<file path="config.mk">
export PLATFORM = sky130hd
export DESIGN_NAME = uart_rx_deser_flat
export DESIGN_NICKNAME = d
export VERILOG_FILES = /design/src/rtl/uart_pkg.sv /design/src/rtl/uart_rx_deser_if.sv /design/src/rtl/uart_rx_tick_gen.sv /design/src/rtl/uart_rx_deser.sv /design/src/flat_wrapper.sv
export SDC_FILE = /design/constraint.sdc
export NUM_CORES = 1
export LEC_CHECK = 0
export BUFFER_PORTS_ARGS = -buffer_cell sky130_fd_sc_hd__buf_4
export CORE_ASPECT_RATIO = 0.8
export CORE_MARGIN = 8
export CORE_UTILIZATION = 54
export CTS_CLUSTER_DIAMETER = 60
export DETAILED_ROUTE_END_ITERATION = 7
export HOLD_SLACK_MARGIN = 0.1
export PLACE_DENSITY = 0.83
export SLEW_MARGIN = 40
export SYNTH_ARGS = -nofsm -noshare
export SYNTH_HDL_FRONTEND = slang
export SYNTH_SLANG_ARGS = --single-unit
export TNS_END_PERCENT = 50
</file>
<file path="constraint.sdc">
create_clock -name clk -period 2.2 [get_ports clk]
set_input_delay 0.33 -clock clk [delete_from_list [all_inputs] [get_ports clk]]
set_output_delay 0.33 -clock clk [all_outputs]
set_load 0.01 [all_outputs]
</file>
<file path="src/rtl/uart_pkg.sv">
// ============================================================================
// Module : uart_pkg
// Shared UART definitions: receive state encoding, default clocking, divider.
// Revision: 1.0 - initial release
// ============================================================================
`timescale 1ns/1ps
`default_nettype none

package uart_pkg;

  typedef enum logic [2:0] {
    IDLE   = 3'd0,
    START  = 3'd1,
    DATA   = 3'd2,
    PARITY = 3'd3,
    STOP   = 3'd4
  } rx_state_e;

  localparam int unsigned C_CLOCK_FREQ = 32'd16_000_000;
  localparam int unsigned C_BAUD       = 32'd9_600;

  // Clock cycles per oversample tick; integer division truncates.
  function automatic int unsigned calc_div(input int unsigned clock_freq,
                                           input int unsigned baud,
                                           input int unsigned oversample);
    return clock_freq / (baud * oversample);
  endfunction

endpackage

`default_nettype wire

</file>
<file path="src/rtl/uart_rx_deser_if.sv">
// ============================================================================
// Module : uart_rx_deser_if
// Serial line input plus the byte valid/ack handshake and status pulses.
// Revision: 1.0 - initial release
// ============================================================================
`timescale 1ns/1ps
`default_nettype none

interface uart_rx_deser_if #(
  parameter int unsigned WIDTH = 8
);
  logic             rx_in;
  logic             rx_ack;
  logic [WIDTH-1:0] rx_data;
  logic             rx_valid;
  logic             busy;
  logic             frame_err;
  logic             overrun;

  modport master (
    input  rx_in,
    input  rx_ack,
    output rx_data,
    output rx_valid,
    output busy,
    output frame_err,
    output overrun
  );

  modport slave (
    output rx_in,
    output rx_ack,
    input  rx_data,
    input  rx_valid,
    input  busy,
    input  frame_err,
    input  overrun
  );
endinterface

`default_nettype wire

</file>
<file path="src/rtl/uart_rx_tick_gen.sv">
// ============================================================================
// Module : uart_rx_tick_gen
// Free-running divider emitting a one-cycle tick every DIV clocks.
// Revision: 1.0 - initial release
// ============================================================================
`timescale 1ns/1ps
`default_nettype none

module uart_rx_tick_gen #(
  parameter int unsigned DIV = 104
) (
  input  wire logic clk,
  input  wire logic rst_n,
  output logic      tick
);
  localparam int unsigned     CNT_W = (DIV > 1) ? $clog2(DIV) : 1;
  localparam logic [CNT_W-1:0] LAST = CNT_W'(DIV - 1);

  logic [CNT_W-1:0] cnt_q;
  logic [CNT_W-1:0] cnt_d;

  always_comb begin
    tick  = (cnt_q == LAST);
    cnt_d = tick ? '0 : cnt_q + 1'b1;
  end

  always_ff @(posedge clk or negedge rst_n) begin
    if (!rst_n) cnt_q <= '0;
    else        cnt_q <= cnt_d;
  end
endmodule

`default_nettype wire

</file>
<file path="src/rtl/uart_rx_deser.sv">
// ============================================================================
// Module : uart_rx_deser
// Oversampling UART receiver, LSB-first, valid/ack byte handshake.
// Optional parity state enabled by defining UART_RX_PARITY_EN.
// Revision: 1.0 - initial release
// ============================================================================
`timescale 1ns/1ps
`default_nettype none

module uart_rx_deser
  import uart_pkg::*;
#(
  parameter int unsigned CLOCK_FREQ = C_CLOCK_FREQ,
  parameter int unsigned BAUD       = C_BAUD,
  parameter int unsigned OVERSAMPLE = 16,
  parameter int unsigned WIDTH      = 8,
  parameter int unsigned STOP_BITS  = 1
`ifdef UART_RX_PARITY_EN
  ,
  parameter bit          PARITY_ODD = 1'b0
`endif
) (
  input  wire logic       clk,
  input  wire logic       rst_n,
  uart_rx_deser_if.master rx_if
);
  localparam int unsigned DIV    = calc_div(CLOCK_FREQ, BAUD, OVERSAMPLE);
  localparam int unsigned SAMP_W = $clog2(OVERSAMPLE);
  localparam int unsigned BIT_W  = $clog2(WIDTH + 1);
  localparam logic [SAMP_W-1:0] HALF_LAST = SAMP_W'(OVERSAMPLE / 2 - 1);
  localparam logic [SAMP_W-1:0] FULL_LAST = SAMP_W'(OVERSAMPLE - 1);
  localparam logic [BIT_W-1:0]  DATA_LAST = BIT_W'(WIDTH - 1);
  localparam logic [BIT_W-1:0]  STOP_LAST = BIT_W'(STOP_BITS - 1);

  logic tick;

  uart_rx_tick_gen #(.DIV(DIV)) u_tick_gen (
    .clk   (clk),
    .rst_n (rst_n),
    .tick  (tick)
  );

  logic             sync1_q, sync1_d;
  logic             sync2_q, sync2_d;
  logic             prev_q, prev_d;
  rx_state_e        state_q, state_d;
  logic [SAMP_W-1:0] samp_cnt_q, samp_cnt_d;
  logic [BIT_W-1:0] bit_idx_q, bit_idx_d;
  logic [WIDTH-1:0] shift_q, shift_d;
  logic             err_q, err_d;
  logic [WIDTH-1:0] rx_data_q, rx_data_d;
  logic             rx_valid_q, rx_valid_d;
  logic             frame_err_q, frame_err_d;
  logic             overrun_q, overrun_d;
  logic             complete;
  logic             err_now;
  logic             sample_now;

  always_comb begin
    sync1_d     = rx_if.rx_in;
    sync2_d     = sync1_q;
    prev_d      = sync2_q;
    state_d     = state_q;
    samp_cnt_d  = samp_cnt_q;
    bit_idx_d   = bit_idx_q;
    shift_d     = shift_q;
    err_d       = err_q;
    rx_data_d   = rx_data_q;
    rx_valid_d  = rx_valid_q & ~rx_if.rx_ack;
    frame_err_d = 1'b0;
    overrun_d   = 1'b0;
    complete    = 1'b0;
    err_now     = err_q;
    sample_now  = 1'b0;

    // Sample counter shared by all bit states; START uses the half-bit point.
    if (tick && state_q != IDLE) begin
      if (samp_cnt_q == ((state_q == START) ? HALF_LAST : FULL_LAST)) begin
        samp_cnt_d = '0;
        sample_now = 1'b1;
      end else begin
        samp_cnt_d = samp_cnt_q + 1'b1;
      end
    end

    unique case (state_q)
      IDLE: begin
        // Requiring prev high keeps a held-low break from retriggering.
        if (prev_q && !sync2_q) begin
          state_d    = START;
          samp_cnt_d = '0;
        end
      end
      START: begin
        if (sample_now) begin
          if (sync2_q) begin
            state_d = IDLE;
          end else begin
            state_d   = DATA;
            bit_idx_d = '0;
            err_d     = 1'b0;
          end
        end
      end
      DATA: begin
        if (sample_now) begin
          shift_d = {sync2_q, shift_q[WIDTH-1:1]};
          if (bit_idx_q == DATA_LAST) begin
            bit_idx_d = '0;
`ifdef UART_RX_PARITY_EN
            state_d   = PARITY;
`else
            state_d   = STOP;
`endif
          end else begin
            bit_idx_d = bit_idx_q + 1'b1;
          end
        end
      end
`ifdef UART_RX_PARITY_EN
      PARITY: begin
        if (sample_now) begin
          err_d   = (sync2_q != ((^shift_q) ^ PARITY_ODD));
          state_d = STOP;
        end
      end
`endif
      STOP: begin
        if (sample_now) begin
          err_now = err_q | ~sync2_q;
          err_d   = err_now;
          if (bit_idx_q == STOP_LAST) begin
            state_d  = IDLE;
            complete = 1'b1;
          end else begin
            bit_idx_d = bit_idx_q + 1'b1;
          end
        end
      end
      default: state_d = IDLE;
    endcase

    // A coinciding ack frees the holding register for the new byte.
    if (complete) begin
      if (err_now) begin
        frame_err_d = 1'b1;
      end else if (!rx_valid_q || rx_if.rx_ack) begin
        rx_data_d  = shift_q;
        rx_valid_d = 1'b1;
      end else begin
        overrun_d = 1'b1;
      end
    end
  end

  always_ff @(posedge clk or negedge rst_n) begin
    if (!rst_n) begin
      sync1_q     <= 1'b1;
      sync2_q     <= 1'b1;
      prev_q      <= 1'b1;
      state_q     <= IDLE;
      samp_cnt_q  <= '0;
      bit_idx_q   <= '0;
      shift_q     <= '0;
      err_q       <= 1'b0;
      rx_data_q   <= '0;
      rx_valid_q  <= 1'b0;
      frame_err_q <= 1'b0;
      overrun_q   <= 1'b0;
    end else begin
      sync1_q     <= sync1_d;
      sync2_q     <= sync2_d;
      prev_q      <= prev_d;
      state_q     <= state_d;
      samp_cnt_q  <= samp_cnt_d;
      bit_idx_q   <= bit_idx_d;
      shift_q     <= shift_d;
      err_q       <= err_d;
      rx_data_q   <= rx_data_d;
      rx_valid_q  <= rx_valid_d;
      frame_err_q <= frame_err_d;
      overrun_q   <= overrun_d;
    end
  end

  assign rx_if.rx_data   = rx_data_q;
  assign rx_if.rx_valid  = rx_valid_q;
  assign rx_if.busy      = (state_q != IDLE);
  assign rx_if.frame_err = frame_err_q;
  assign rx_if.overrun   = overrun_q;
endmodule

`default_nettype wire
</file>
<file path="src/flat_wrapper.sv">
// flat-port wrapper written by rule: the top's interface ports become plain ports
module uart_rx_deser_flat import uart_pkg::*;
#(
  parameter int unsigned CLOCK_FREQ = C_CLOCK_FREQ,
  parameter int unsigned BAUD       = C_BAUD,
  parameter int unsigned OVERSAMPLE = 16,
  parameter int unsigned WIDTH      = 8,
  parameter int unsigned STOP_BITS  = 1

)
  (clk, rst_n, rx_if_rx_in, rx_if_rx_ack, rx_if_rx_data, rx_if_rx_valid, rx_if_busy, rx_if_frame_err, rx_if_overrun);
  uart_rx_deser_if #(.WIDTH(WIDTH)) rx_if_i ();
  input  wire logic clk;
  input  wire logic rst_n;
  input wire logic [$bits(rx_if_i.rx_in)-1:0] rx_if_rx_in;
  input wire logic [$bits(rx_if_i.rx_ack)-1:0] rx_if_rx_ack;
  output wire logic [$bits(rx_if_i.rx_data)-1:0] rx_if_rx_data;
  output wire logic [$bits(rx_if_i.rx_valid)-1:0] rx_if_rx_valid;
  output wire logic [$bits(rx_if_i.busy)-1:0] rx_if_busy;
  output wire logic [$bits(rx_if_i.frame_err)-1:0] rx_if_frame_err;
  output wire logic [$bits(rx_if_i.overrun)-1:0] rx_if_overrun;
  assign rx_if_i.rx_in = rx_if_rx_in;
  assign rx_if_i.rx_ack = rx_if_rx_ack;
  assign rx_if_rx_data = rx_if_i.rx_data;
  assign rx_if_rx_valid = rx_if_i.rx_valid;
  assign rx_if_busy = rx_if_i.busy;
  assign rx_if_frame_err = rx_if_i.frame_err;
  assign rx_if_overrun = rx_if_i.overrun;
  uart_rx_deser #(.CLOCK_FREQ(CLOCK_FREQ), .BAUD(BAUD), .OVERSAMPLE(OVERSAMPLE), .WIDTH(WIDTH), .STOP_BITS(STOP_BITS)) u_core (.clk(clk), .rst_n(rst_n), .rx_if(rx_if_i));
endmodule
</file>
==> results.md <==
* Total of warnings raised by yosys at 0
* Remaining Overflow, GRT at 0
* Wire length of the first global-routing pass at 6.40 mm
* Total Routing Usage GR at around 14%
* Net switching power figure at 323 uW
* TritonCTS buffer count at 5
* Average cell area after synthesis at around 12 sq um
* Number of filler cells placed in the layout at 254
* Clock edge transition at the registers on the reported setup and hold paths at about 0.080 ns
* Top sig layer: met4
* Met2 wire length at roughly 1.8 mm
* Post-synth ARST share at 100%
* P_leak at between 1 and 1.5 nW
* Element type at the critical path start: flop
* Cell row count at 19
* Total power after layout at 1.57 mW
* Max-slew headroom at the worst pin at roughly two thirds
* Max Fanout on Critical Path at 8
* Worst-margin pin slew at ~0.5 ns
* PortBufs at 15
* Initial antenna violation count at 0
* Via count of the first global-routing pass at 1370
* Number of synthesized flops with an enable pin at 0
* Net total in the final layout at 190
* Part of the power in registers at 49.2%
* Endpoint required time on the critical path at 2.39 ns
* Placeable core area at 0.00340 sq mm
* Post-route DRC at 0
* Final-report hold violation count at 0
* Run status: complete, no violations
* Final Cell Area at 0.00224 sq mm
* Area added between synthesis and finish at 17.2%
* Final worst-path cycle share at 93.4%
* Primary FF master, synth: sky130_fd_sc_hd__dfrtp_1
* Internal power component at 1.24 mW
* Initial core utilization at a little under three fifths
* Met1 wire length at roughly 1.6 mm
* Post-place instance area at about 0.0021 sq mm
* RSZ-0062 raised after global routing: no
* Most frequent cells in the layout: sky130_fd_sc_hd__dfrtp_1, sky130_fd_sc_hd__buf_4, sky130_fd_sc_hd__mux2_2
* Largest voltage drop on the vdd net at 0.000504 V
* Critical Setup Path Class: flop to flop
* Share of power burned in the clock network at 46.4%
* H-tree lvl count at 2
* Data arrival time of the critical path at 2.24 ns
* Wire length after detailed routing at 3.67 mm
* Die extent in y at just under 70 um
* Horizontal die dimension at 82.5 um
* MaxCap Viol Count at 0
* Number of sinks handled by clock tree synthesis at 41
* Utilization of the core after routing at 65.9%
* Power per cell area at 700 mW/mm^2
* Final setup violation count at 0
* Distinct cells, synth at 42
* Pin count of the biggest net entering global routing at 42
* Worst Clk Skew at 0.0109 ns
* Clock tree from TritonCTS: built
* Antenna viol nets, final at 0
* Fin Hold WS at ~0.14 ns
* Most common library cell in the layout ignoring fill and taps: sky130_fd_sc_hd__dfrtp_1
* Global placer's final weighted congestion at roughly 0.8
* Number of nets produced by synthesis at 167
* HPWL after DPL at 2.74 mm
* Antenna cell count at 0
* Synthesized instance count at 159
* Ports placed on the boundary at 16
* Worst skew pair latency at 0.30 ns
* Number of DRC markers after the initial detailed-route iteration at 143
* 1st-pass router iterations at 4
* Total Die Area at 0.00571 sq mm
* Register bit total from synthesis at 41
* WL per Instance at 16.3 um
* Syn Std Cell Area at ~0.0019 sq mm
* Sequential fraction of the synthesis area at ~54%
* Vias per std cell at 5.95
* Type of the tightest min-delay check: input port to flop
* Root buffer cell: sky130_fd_sc_hd__clkbuf_8
* Final number of max-transition violations at 0
* Sw Ratio at 20.6%
* Kind of end point of the critical path: flop
* Share of post-route cells with drive strength above 1 at a little under a third
* Total number of vias at 1338
* Routed length on met3 at approximately 250 um
* Maximum clock rate at 0.487 GHz
* Combinational share of power at 4.4%
* Shortest period the worst path allows at between 2 and 2.5 ns
* Number of buffers on the longest clock path at 2
==> worst max-delay path: stages (launching register included) <==
cell and delay (ns):
sky130_fd_sc_hd__dfrtp_1 0.41, sky130_fd_sc_hd__inv_1 0.10, sky130_fd_sc_hd__ha_1 0.15, sky130_fd_sc_hd__or3b_1 0.38
sky130_fd_sc_hd__nor3_2 0.15, sky130_fd_sc_hd__and4b_2 0.39, sky130_fd_sc_hd__mux2_2 0.36
==> power by group through the flow <==
stage / clock network, mW / logic, mW / registers (mW)
2_1_floorplan: 0 / 0.0416 / 0.779
3_3_place_gp: 0 / 0.0648 / 0.785
3_5_place_dp: 0 / 0.0678 / 0.786
4_1_cts: 0.738 / 0.0696 / 0.771
5_1_grt: 0.770 / 0.0770 / 0.773
6_report: 0.727 / 0.0686 / 0.772
==> logic make-up after synthesis <==
family / count (synthesis) / share of synthesized area, %
simple gates: 59 / 20.0
buf+inv: 9 / 2.16
flops: 41 / 53.9
compound gates: 23 / 8.71
xor+xnor: 7 / 3.21
fa+ha+maj: 4 / 2.62
mux: 16 / 9.43
==> cell type report <==
type	count	area [sq um]	share of cell area, %
inverter	3	11.3	0.503
multi-input combinational	109	841	37.5
timing repair buffer	22	168	7.49
clock inverter	3	68.8	3.07
tap	42	52.6	2.35
clock buffer	5	68.8	3.07
sequential	41	1030	46.0
==> stage by stage <==
stage | TNS, ns | std cells | worst slack, ns
3_5_place_dp | -0.0149 | 216 | -0.00920
2_1_floorplan | 0 | 159 | 0.237
4_1_cts | 0 | 225 | 0.0773
6_report | 0 | 225 | 0.145
5_1_grt | 0 | 225 | 0.00689
3_3_place_gp | 0 | 216 | 0.122
==> cell usage after synthesis, types with 2 or more instances <==
cell,number,area (sq um)
sky130_fd_sc_hd__a21o_1,4,30.0
sky130_fd_sc_hd__a21oi_1,4,20.0
sky130_fd_sc_hd__a22o_1,2,17.5
sky130_fd_sc_hd__and2_1,2,12.5
sky130_fd_sc_hd__and3_1,4,25.0
sky130_fd_sc_hd__buf_2,3,15.0
sky130_fd_sc_hd__clkbuf_1,2,7.51
sky130_fd_sc_hd__dfrtp_1,38,951
sky130_fd_sc_hd__dfstp_2,3,78.8
sky130_fd_sc_hd__ha_1,4,50.1
sky130_fd_sc_hd__inv_1,3,11.3
sky130_fd_sc_hd__mux2_2,16,180
sky130_fd_sc_hd__nand2_1,5,18.8
sky130_fd_sc_hd__nand2b_1,5,31.3
sky130_fd_sc_hd__nand3_1,7,35.0
sky130_fd_sc_hd__nand3b_1,3,22.5
sky130_fd_sc_hd__nand4_1,6,37.5
sky130_fd_sc_hd__nor2_1,9,33.8
sky130_fd_sc_hd__nor2b_1,3,18.8
sky130_fd_sc_hd__nor3b_1,3,22.5
sky130_fd_sc_hd__o21ai_0,5,25.0
sky130_fd_sc_hd__or3_1,3,18.8
sky130_fd_sc_hd__xnor2_1,2,17.5
sky130_fd_sc_hd__xor2_1,5,43.8
==> repair_timing <==
item / in CTS / in global routing
endpoints found under the setup margin: 8 / 8
hold buffers: 1 / 0
endpoints found under the hold margin: 38 / 0
resized for setup: 1 / 0
buffers inserted: 0 / 0
pin swaps: 0 / 2
==> state kept, by name (all words and copies together), names as in the netlist <==
name and flops:
u_core.bit_idx_q 4, u_core.shift_q 8, u_core.prev_q 1, u_core.samp_cnt_q 4, u_core.rx_if.rx_valid 1, u_core.state_q 3
u_core.sync1_q 1, u_core.prev_d 1, u_core.rx_if.frame_err 1, u_core.err_q 1, u_core.rx_if.rx_data 8, u_core.rx_if.overrun 1
u_core.u_tick_gen.cnt_q 7
==> routing by layer <==
metal	global-route usage, %	vias to the layer above
met5	0	-
met4	6.69	0
met3	4.27	5
met2	21.1	46
met1	18.2	669
li1	-	618
==> worst paths after layout <==
path / startpoint / end / slack (ns) / depth (start not counted)
worst max-delay path: u_core.bit_idx_q[0] / u_core.rx_if.rx_data[6] / 0.15 / 6
worst min-delay path: rx_if_rx_in / u_core.sync1_q / 0.14 / 1
worst max register to register: u_core.bit_idx_q[0] / u_core.rx_if.rx_data[6] / 0.15 / 6
worst min register to register: u_core.sync1_q / u_core.prev_d / 0.36 / 0
max in group asynchronous: rst_n / u_core.prev_d / 1.30 / 2
min in group asynchronous: rst_n / u_core.u_tick_gen.cnt_q[6] / 0.54 / 2
(Power assumes the default switching activity.)
